==> config.mk <==
export PLATFORM = sky130hd
export DESIGN_NAME = datapath_seq
export DESIGN_NICKNAME = d
export VERILOG_FILES = /design/src/rtl/datapath_seq_pkg.sv /design/src/rtl/datapath_seq_regfile.sv /design/src/rtl/datapath_seq.sv
export SDC_FILE = /design/constraint.sdc
export NUM_CORES = 1
export LEC_CHECK = 0
export CAP_MARGIN = 20
export CORE_MARGIN = 5
export CORE_UTILIZATION = 30
export DETAILED_ROUTE_END_ITERATION = 16
export SETUP_SLACK_MARGIN = 0.4
export SYNTH_ARGS = -nofsm -noshare
export SYNTH_HDL_FRONTEND = slang
export SYNTH_SLANG_ARGS = --single-unit
==> constraint.sdc <==
create_clock -name clk -period 4.8 [get_ports clk]
set_input_delay 1.2 -clock clk [delete_from_list [all_inputs] [get_ports clk]]
set_output_delay 1.2 -clock clk [all_outputs]
set_load 0.01 [all_outputs]
==> src/rtl/datapath_seq_pkg.sv <==
// Shared types and constants for the sequenced datapath.
package datapath_seq_pkg;

  typedef enum logic [2:0] {
    OP_MOV  = 3'd0,
    OP_ADD  = 3'd1,
    OP_SUB  = 3'd2,
    OP_CMP  = 3'd3,
    OP_AND  = 3'd4,
    OP_MVN  = 3'd5,
    OP_MUL  = 3'd6,
    OP_MOV7 = 3'd7   // reserved encoding, behaves as MOV
  } opcode_e;

  localparam logic [1:0] SH_NONE = 2'b00;
  localparam logic [1:0] SH_LSL1 = 2'b01;
  localparam logic [1:0] SH_LSR1 = 2'b10;
  localparam logic [1:0] SH_ASR1 = 2'b11;

  typedef enum logic [2:0] {
    S_IDLE = 3'd0,
    S_RD_A = 3'd1,
    S_RD_B = 3'd2,
    S_EXEC = 3'd3,
    S_MUL  = 3'd4,
    S_WB   = 3'd5
  } state_e;

  // status = {N,Z,V,C}
  localparam int ST_N = 3;
  localparam int ST_Z = 2;
  localparam int ST_V = 1;
  localparam int ST_C = 0;

  // MOV-class ops take only the B operand; A is forced to zero.
  function automatic logic is_mov_like(input opcode_e op);
    return (op == OP_MOV) || (op == OP_MVN) || (op == OP_MOV7);
  endfunction

endpackage

==> src/rtl/datapath_seq_regfile.sv <==
// Register file: two write ports (port A wins on collision), one operand
// read port and one debug read port, both combinational.
module regfile_param #(
  parameter int DW   = 16,
  parameter int NREG = 8,
  parameter int AW   = $clog2(NREG)
) (
  input  logic          clk,
  input  logic          rst_n,
  input  logic          wa_en,
  input  logic [AW-1:0] wa_addr,
  input  logic [DW-1:0] wa_data,
  input  logic          wb_en,
  input  logic [AW-1:0] wb_addr,
  input  logic [DW-1:0] wb_data,
  input  logic [AW-1:0] rd_addr,
  output logic [DW-1:0] rd_data,
  input  logic [AW-1:0] dbg_addr,
  output logic [DW-1:0] dbg_data
);

  logic [NREG-1:0][DW-1:0] regs;

  function automatic logic in_rng(input logic [AW-1:0] a);
    return int'(a) < NREG;
  endfunction

  // Low-priority port first so the high-priority write lands last.
  always_ff @(posedge clk) begin
    if (!rst_n) begin
      regs <= '0;
    end else begin
      if (wb_en && in_rng(wb_addr)) regs[wb_addr] <= wb_data;
      if (wa_en && in_rng(wa_addr)) regs[wa_addr] <= wa_data;
    end
  end

  // Out-of-range indices read as zero.
  always_comb begin
    rd_data  = in_rng(rd_addr)  ? regs[rd_addr]  : '0;
    dbg_data = in_rng(dbg_addr) ? regs[dbg_addr] : '0;
  end

endmodule

==> src/rtl/datapath_seq.sv <==
// Multi-cycle register/ALU datapath: fetch A, fetch B, execute (or
// iterative shift-add multiply), write back.
module datapath_seq
  import datapath_seq_pkg::*;
#(
  parameter int DW   = 16,
  parameter int NREG = 8,
  parameter int AW   = $clog2(NREG)
) (
  input  logic          clk,
  input  logic          rst_n,
  input  logic          op_valid,
  output logic          op_ready,
  input  logic [2:0]    opcode,
  input  logic [AW-1:0] rd,
  input  logic [AW-1:0] rn,
  input  logic [AW-1:0] rm,
  input  logic [1:0]    shift,
  input  logic          use_imm,
  input  logic [DW-1:0] imm,
  input  logic          write_en,
  input  logic          ext_we,
  input  logic [AW-1:0] ext_addr,
  input  logic [DW-1:0] ext_data,
  input  logic [AW-1:0] dbg_addr,
  output logic [DW-1:0] dbg_data,
  output logic          done,
  output logic [DW-1:0] result,
  output logic [3:0]    status
);

  localparam int CW = $clog2(DW + 1);

  typedef struct packed {
    opcode_e       opcode;
    logic [AW-1:0] rd;
    logic [AW-1:0] rn;
    logic [AW-1:0] rm;
    logic [1:0]    shift;
    logic          use_imm;
    logic [DW-1:0] imm;
    logic          write_en;
  } op_req_t;

  state_e        state_q, state_d;
  op_req_t       op_q;
  logic [DW-1:0] a_q, b_q, c_q;
  logic [3:0]    st_q;
  logic [CW-1:0] cnt_q;
  logic          done_q;

  logic          accept, mul_last, wb_we;
  logic [AW-1:0] rf_raddr;
  logic [DW-1:0] rf_rdata;
  logic [DW-1:0] b_sh, aop, bop, alu_c, mul_acc;
  logic [DW:0]   add_w, sub_w;
  logic          alu_v, alu_cy;

  assign op_ready = (state_q == S_IDLE);
  assign accept   = op_valid && op_ready;
  assign mul_last = (cnt_q == CW'(DW - 1));
  assign wb_we    = (state_q == S_WB) && op_q.write_en && (op_q.opcode != OP_CMP);
  assign rf_raddr = (state_q == S_RD_A) ? op_q.rn : op_q.rm;
  assign done     = done_q;
  assign result   = c_q;
  assign status   = st_q;

  regfile_param #(.DW(DW), .NREG(NREG), .AW(AW)) u_rf (
    .clk      (clk),
    .rst_n    (rst_n),
    .wa_en    (wb_we),
    .wa_addr  (op_q.rd),
    .wa_data  (c_q),
    .wb_en    (ext_we),
    .wb_addr  (ext_addr),
    .wb_data  (ext_data),
    .rd_addr  (rf_raddr),
    .rd_data  (rf_rdata),
    .dbg_addr (dbg_addr),
    .dbg_data (dbg_data)
  );

  // State register.
  always_ff @(posedge clk) begin
    if (!rst_n) state_q <= S_IDLE;
    else        state_q <= state_d;
  end

  // Next-state sequencing.
  always_comb begin
    state_d = state_q;
    case (state_q)
      S_IDLE:  if (accept) state_d = S_RD_A;
      S_RD_A:  state_d = S_RD_B;
      S_RD_B:  state_d = S_EXEC;
      S_EXEC:  state_d = (op_q.opcode == OP_MUL) ? S_MUL : S_WB;
      S_MUL:   if (mul_last) state_d = S_WB;
      S_WB:    state_d = S_IDLE;
      default: state_d = S_IDLE;
    endcase
  end

  // Operand shaping, ALU and one multiply step.
  always_comb begin
    case (op_q.shift)
      SH_LSL1: b_sh = {b_q[DW-2:0], 1'b0};
      SH_LSR1: b_sh = {1'b0, b_q[DW-1:1]};
      SH_ASR1: b_sh = {b_q[DW-1], b_q[DW-1:1]};
      default: b_sh = b_q;
    endcase
    bop   = op_q.use_imm ? op_q.imm : b_sh;
    aop   = is_mov_like(op_q.opcode) ? '0 : a_q;
    add_w = {1'b0, aop} + {1'b0, bop};
    // carry-out of a + ~b + 1 is the not-borrow flag
    sub_w = {1'b0, aop} + {1'b0, ~bop} + (DW+1)'(1);
    alu_c  = bop;
    alu_v  = 1'b0;
    alu_cy = 1'b0;
    case (op_q.opcode)
      OP_ADD: begin
        alu_c  = add_w[DW-1:0];
        alu_cy = add_w[DW];
        alu_v  = (aop[DW-1] == bop[DW-1]) && (add_w[DW-1] != aop[DW-1]);
      end
      OP_SUB, OP_CMP: begin
        alu_c  = sub_w[DW-1:0];
        alu_cy = sub_w[DW];
        alu_v  = (aop[DW-1] != bop[DW-1]) && (sub_w[DW-1] != aop[DW-1]);
      end
      OP_AND:  alu_c = aop & bop;
      OP_MVN:  alu_c = ~bop;
      default: alu_c = bop;
    endcase
    mul_acc = c_q + (b_q[0] ? a_q : '0);
  end

  // Operation capture, operand/result registers, multiply iteration, done.
  always_ff @(posedge clk) begin
    if (!rst_n) begin
      op_q   <= '0;
      a_q    <= '0;
      b_q    <= '0;
      c_q    <= '0;
      st_q   <= '0;
      cnt_q  <= '0;
      done_q <= 1'b0;
    end else begin
      if (accept) begin
        op_q.opcode   <= opcode_e'(opcode);
        op_q.rd       <= rd;
        op_q.rn       <= rn;
        op_q.rm       <= rm;
        op_q.shift    <= shift;
        op_q.use_imm  <= use_imm;
        op_q.imm      <= imm;
        op_q.write_en <= write_en;
      end
      case (state_q)
        S_RD_A: a_q <= rf_rdata;
        S_RD_B: b_q <= rf_rdata;
        S_EXEC: begin
          if (op_q.opcode == OP_MUL) begin
            // a_q becomes the multiplicand, b_q the multiplier
            c_q   <= '0;
            b_q   <= bop;
            cnt_q <= '0;
          end else begin
            c_q        <= alu_c;
            st_q[ST_N] <= alu_c[DW-1];
            st_q[ST_Z] <= (alu_c == '0);
            st_q[ST_V] <= alu_v;
            st_q[ST_C] <= alu_cy;
          end
        end
        S_MUL: begin
          c_q   <= mul_acc;
          a_q   <= {a_q[DW-2:0], 1'b0};
          b_q   <= {1'b0, b_q[DW-1:1]};
          cnt_q <= cnt_q + CW'(1);
          if (mul_last) begin
            st_q[ST_N] <= mul_acc[DW-1];
            st_q[ST_Z] <= (mul_acc == '0);
            st_q[ST_V] <= 1'b0;
            st_q[ST_C] <= 1'b0;
          end
        end
        default: ;
      endcase
      done_q <= (state_d == S_WB);
    end
  end

endmodule

======== Word-level counts from Yosys, hierarchy flattened ========
Cells that the tools add are included.
W data, S select, Z words.
word-level totals
  register bits after elaboration ......... 221
  bits of input ports ..................... 58
  output and inout port bits .............. 38
  word-level logic and storage cells ...... 116
operators by class
  $add $sub $neg .......................... 5
  order comparisons ....................... 6
  equal/unequal tests ..................... 25
  multiplexer cells ....................... 35
  bitwise logic cells ..................... 2
  reductions and logical operators ........ 20
operator list
  cell                     count
  $mux W128                3
  $bwmux W128              2
  $mux W16                 9
  $bmux W16 S3             2
  $demux W16 S3            2
  $pmux W16 S3             2
  $pmux W16 S2             2
  $pmux W16 S4             1
  $add A16 B16 Y17         2
  $logic_not A16 Y1        2
  $eq A3 B3 Y1 const B     7
  $add A17 B1 Y17 const B  1
  $add A16 B16 Y16         1
  $and A16 B16 Y16         1
  $lt A3 B4 Y1 const B     4
  $not A16 Y16             1
  $pmux W3 S5              1
  $eq A3 B2 Y1 const B     4
  $pmux W5 S2              1
  $mux W3                  3
  $mux W4                  2
  $pmux W4 S2              1
  $logic_and A1 B1 Y1      7
  $eq A3 B1 Y1 const B     2
  19 further kinds         30

======== Depth between registers and ports, before layout ========
  depth after elaboration ................. 11
  mapped depth ............................ 20
  mapped depth without buffers ............ 18

======== Modules after synthesis ========
A second synthesis with hierarchy kept.
second synthesis, totals
  cells, all modules ...................... 1864
  area, all modules ....................... 15369.7 um^2
by module, submodules not included
  module         instances  cells each  area each (um^2)  sequential area each (um^2)
  regfile_param  1          865         7830.0            2562.5
  datapath_seq   1          999         7539.7            1861.8

======== Worst setup path after synthesis ========
Ideal clock, no wire load.
  kind .................................... register to register
  start point ............................. reg op_q[31] (netlist name)
  end point ............................... reg st_q[2], in the netlist status[2]
  library setup time ...................... 62 ps
  arrival ................................. 4327 ps
  required time ........................... 4738 ps
  slack ................................... 411 ps
  stages on the path, launching flop included .. 21
  path buffers ............................ 4
  clock period less this slack ............ 4389 ps
  path through ............................ dfxtp_1 clkbuf_1 clkbuf_1 clkbuf_1 a21oi_1 clkbuf_1 nand2_1 inv_1 ha_1 inv_1 fa_1 or3_1 a31oi_1 nor2_1 xnor2_1 o32ai_1 a221o_1 nor4bb_1 nand4_1 or4_1 nand3_1
between the ends
  longest elaborated chain between the ends .. 10
  elaborated cells between the ends (all ways) .. 22
  those cells by class .................... 3 x add/sub; 8 x eq/ne; 4 x mux; 1 x bitwise; 6 x reduce/logical
RTL lines
  element                                           line                                         source
  start: declaration                                datapath_seq.sv:46                           op_req_t op_q;
  $eq A3 B3 Y1 or $logic_not A3 Y1 (tied branches)  datapath_seq_pkg.sv:37, datapath_seq.sv:119
  $logic_or A1 B1 Y1 (2 in series)                  datapath_seq_pkg.sv:37                       return (op == OP_MOV) || (op == OP_MVN) || (op == OP_MOV7);
  $mux W16                                          datapath_seq.sv:112                          aop = is_mov_like(op_q.opcode) ? '0 : a_q;
  $add A16 B16 Y17                                  datapath_seq.sv:115                          sub_w = {1'b0, aop} + {1'b0, ~bop} + (DW+1)'(1);
  $add A17 B1 Y17                                   datapath_seq.sv:115
  $pmux W16 S4                                      datapath_seq.sv:119                          case (op_q.opcode)
  $logic_not A16 Y1                                 datapath_seq.sv:170                          st_q[ST_Z] <= (alu_c == '0);
  $mux W4                                           datapath_seq.sv:162                          if (op_q.opcode == OP_MUL) begin
  $pmux W4 S2                                       datapath_seq.sv:158                          case (state_q)
  end signal: indexed assignment                    datapath_seq.sv:170
  end signal: indexed assignment                    datapath_seq.sv:171                          st_q[ST_V] <= alu_v;
  end signal: indexed assignment                    datapath_seq.sv:172                          st_q[ST_C] <= alu_cy;
  end: declaration                                  datapath_seq.sv:48                           logic [3:0] st_q;
Parallel ways exist; a longest one is shown, timed or not. The select of a mux whose other input is x is not followed.
A chain may end at the register's enable or synchronous reset.

======== Worst setup path in the final report ========
  start point ............................. in dbg_addr[1]
  end point ............................... out dbg_data[12]
between the ends
  longest elaborated chain between the ends .. 2
RTL lines
  element                         line                        source
  start: declaration              datapath_seq.sv:25          input logic [AW-1:0] dbg_addr,
  $bmux W16 S3                    datapath_seq_regfile.sv:41  dbg_data = in_rng(dbg_addr) ? regs[dbg_addr] : '0;
  $mux W16 (not written as such)  datapath_seq_regfile.sv:41
  end: declaration                datapath_seq.sv:26          output logic [DW-1:0] dbg_data,
No other way between the ends. The select of a mux whose other input is x is not followed.

==> results.md <==
* Outcome: finished clean
* Placed cell area at 16960 um^2
* Sw power at 2990 uW
* Tcrit/Tclk final at 0.9028
* Hold_sp: op_q[0]
* P_leak at 0.007315 uW
* GP Congestion at 0.9348
* Int Pwr at 4453 uW
* Worst setup path start: dbg_addr[1]
* Distinct cells, synth at 79
* Multiplexer share of the synthesized area at 0.2173
* Root Buffer: clkbuf_16
* Synthesized-area fraction occupied by adder cells at 0.04497
* Hpwl dp at 38.55 mm
* M3 GR Usage at 0.03069
* Finished Layout Cells at 2479
* Crit-path cells: clkdlybuf4s50_1 -> buf_12 -> mux4_2 -> mux2_2 -> clkdlybuf4s50_1
* Max_slew headroom at 0.1207
* Critical path required time at 3600 ps
* Critical path arrival at 3130 ps
* Pwr Density at 415.9 nW/um^2
* Largest net degree at the start of global routing at 73
* Unrepaired setup endpoints after global routing: false
* Synth area leader: dfxtp_1
* Compound-Gate Fraction of Synth Area at 0.2203
* Clock sink total at 221
* CTS buffer count at 27
* VDD IR-drop max at 236.3 uV
* Area Overhead vs Synth at 17.38%
* Seq cells post-synth at 221
* Peak Freq at 0.2308 GHz
* Xor/xnor cell area share of the yosys netlist at 0.01896
* Core area at 50170 um^2
* Cells after synthesis at 1762
* N_diodes at 0
* Seq pwr share at 0.299
* Grt ovf at 0
* Crit-path leading delay family: buffers and inverters
* Register area share after synthesis at 0.2902
* Number of global-route vias before repair at 13910
* Commonest non-fill, non-tap cells in the layout: nor2_1, dfxtp_1, mux2i_1
* Placed insts at 2430
* Synth top area share at 0.2902
* Worst Path Buf+Inv at 3
* Register area at 4425 um^2
* MaxCap Viol Count at 0
* DRC at 0
* Number of enable flip-flop cells after synthesis at 0
* Mean Syn Cell Area at 8.653 um^2
* Met2 GRT Util at 0.3186
* Hold_ws at 458.6 ps
* Clock slew at reported path FFs at 60 ps
* Longest Clk Path Bufs at 3
* Initial antenna violation count at 1
* Post-DR wirelength/cell at 22.31 um
* Crit-path max FO at 32
* Ys flop type: dfxtp_1
* Most common cell on crit path: clkdlybuf4s50_1
* CP max stage cell: clkdlybuf4s50_1
* Share of post-route cells with drive strength above 1 at 0.1273
* Final Max Tran Viols at 0
* Post-Synth Simple-Gate Area at 0.1532
* Post-route antenna net violation count at 0
* Fill count at 5070
* Combinational fraction of design power at 0.429
* GRT Util Overall at 0.1890
* Total Nets Final at 1902
* Cell area after synthesis at 15250 um^2
* Setup Viol. Count Final at 0
* Drt total wl at 55.31 mm
* Via/cell ratio at 5.739
* Clk pwr share at 0.272
* CTS tree: yes
* Largest family of logic cells by synthesized area: compound AO/OA/AOI/OAI gates
* Grt met1 use at 0.2456
* Critical R2R Launch: op_q[19]
* Final Hold Fails at 0
* First-pass GRT wire length at 84.66 mm
* Std cell rows at 82
* Most common cell after layout, fill and taps aside: nor2_1
* Clock Latency Late Sink at 570 ps
* GRT busiest layer: met2
* Clk_skew at 31.52 ps
* DR iter-0 viols at 1342
* Min Tclk post-route at 4334 ps
* Largest cells by area after synthesis: dfxtp_1, mux2i_1, mux4_2
* Total negative slack at 0 ps
* Worst Tran Pin Value at 1302 ps
* Switching Share at 0.4017
* Ports at 96
* Hold crit path type: register to register
* Die area at 55430 um^2
* Synth Net Count at 1873
* Crit Path Class: primary input to output pin
* Die Ht at 235.4 um
* Die X at 235.4 um
* Initial DRT Pass Iterations at 5
* Async SR Flop Fraction at 0
* Multi-input gate area at 10060 um^2
* H-tree levels at 1
* Post-CTS Hold Buffers at 0
* Initial Utilization at 0.3039
* CP max stage delay at 510 ps
* I/O Buffers at 95
* Post-route cell area at 17900 um^2
* Total number of vias at 14230
* Setup crit end kind: output pin
* Setup crit start kind: primary input
* Yosys Warn Count at 0
==> tightest hold or removal path, stage by stage, from the launching register on <==
cell and delay, ps:
dfxtp_1 310, nand2_1 50, a21oi_1 50
==> flip-flops by register name, indices dropped and copies added (netlist names) <==
register / flops
op_q: 32
b_q: 16
status: 4
a_q: 16
state_q: 3
result: 16
u_rf.regs: 128
done: 1
cnt_q: 5
==> timing repair <==
item | in CTS | in global routing
endpoints found under the setup margin | 1 | 3
hold endpoints to repair | 0 | 0
buffers inserted | 0 | 2
gates resized for setup | 1 | 8
pin swaps | 0 | 1
==> stage by stage <==
step,setup WS [ps],util,total power (uW)
detailed placement,412.0,0.3380,5304
CTS,483.4,0.3549,7332
finish,466.4,0.3567,7442
floorplan,411.2,-,4253
global route,405.7,0.3567,7786
global placement,389.1,0.3380,5298
==> synthesized netlist by cell type, types with 8 or more instances <==
library cell and instances:
clkbuf_1 113, buf_2 8, o21ai_0 35, mux2_2 21, o221ai_1 18, inv_1 42, o211a_1 15, dfxtp_1 221
nand2_1 138, nand2b_1 9, o211ai_1 8, a211oi_1 152, nand3_1 20, mux4_2 64, xor2_1 13, buf_1 37
mux2i_1 160, and2_1 40, nor2b_1 14, xnor2_1 20, nor2_1 247, o21bai_1 8, a21oi_1 100, a221oi_1 37
a21o_1 11, o21a_1 9, nor3_1 17, ha_1 50, o21ai_1 9
==> area by class of cell <==
class / instances / area share
clock inverter: 8 / 0.005593
clock buffer: 37 / 0.04153
sequential: 221 / 0.2473
tap: 672 / 0.04698
timing repair buffer: 165 / 0.08586
inverter: 47 / 0.01035
multi-input combinational: 1329 / 0.5624
==> power groups by stage <==
stage	logic, uW	clock network (uW)	registers [uW]
after detailed placement	3050	0	2260
after global placement	3050	0	2250
after floorplan	2110	0	2140
final	3190	2020	2230
after global routing	3420	2130	2240
after CTS	3070	2050	2220
==> cell families (layout without fill, tap and decap cells) <==
| group | after synthesis | count (layout) |
|---|---|---|
| AND/OR/NAND/NOR | 527 | 527 |
| AO/OA/AOI/OAI | 468 | 468 |
| multiplexers | 248 | 248 |
| flip-flops | 221 | 221 |
| buffers and inverters | 212 | 257 |
| adder cells (fa/ha/maj) | 53 | 53 |
| XOR/XNOR | 33 | 33 |
==> per-layer routing <==
| layer | wire length, um | up-vias | share of wire |
|---|---|---|---|
| met5 | 13 | - | 0.00024 |
| met4 | 2173 | 2 | 0.039 |
| met3 | 4161 | 126 | 0.075 |
| met2 | 26080 | 620 | 0.47 |
| met1 | 22890 | 6906 | 0.41 |
| li1 | - | 6572 | - |
==> worst paths after layout <==
| path | slack, ps | endpoint | depth (start not counted) |
|---|---|---|---|
| worst min-delay path | 460 | op_q[0] | 2 |
| worst max-delay path | 470 | dbg_data[12] | 5 |
| worst max register to register | 560 | status[2] | 15 |
| worst min register to register | 460 | op_q[0] | 2 |
Note: power is estimated with default switching activity, not from simulation.
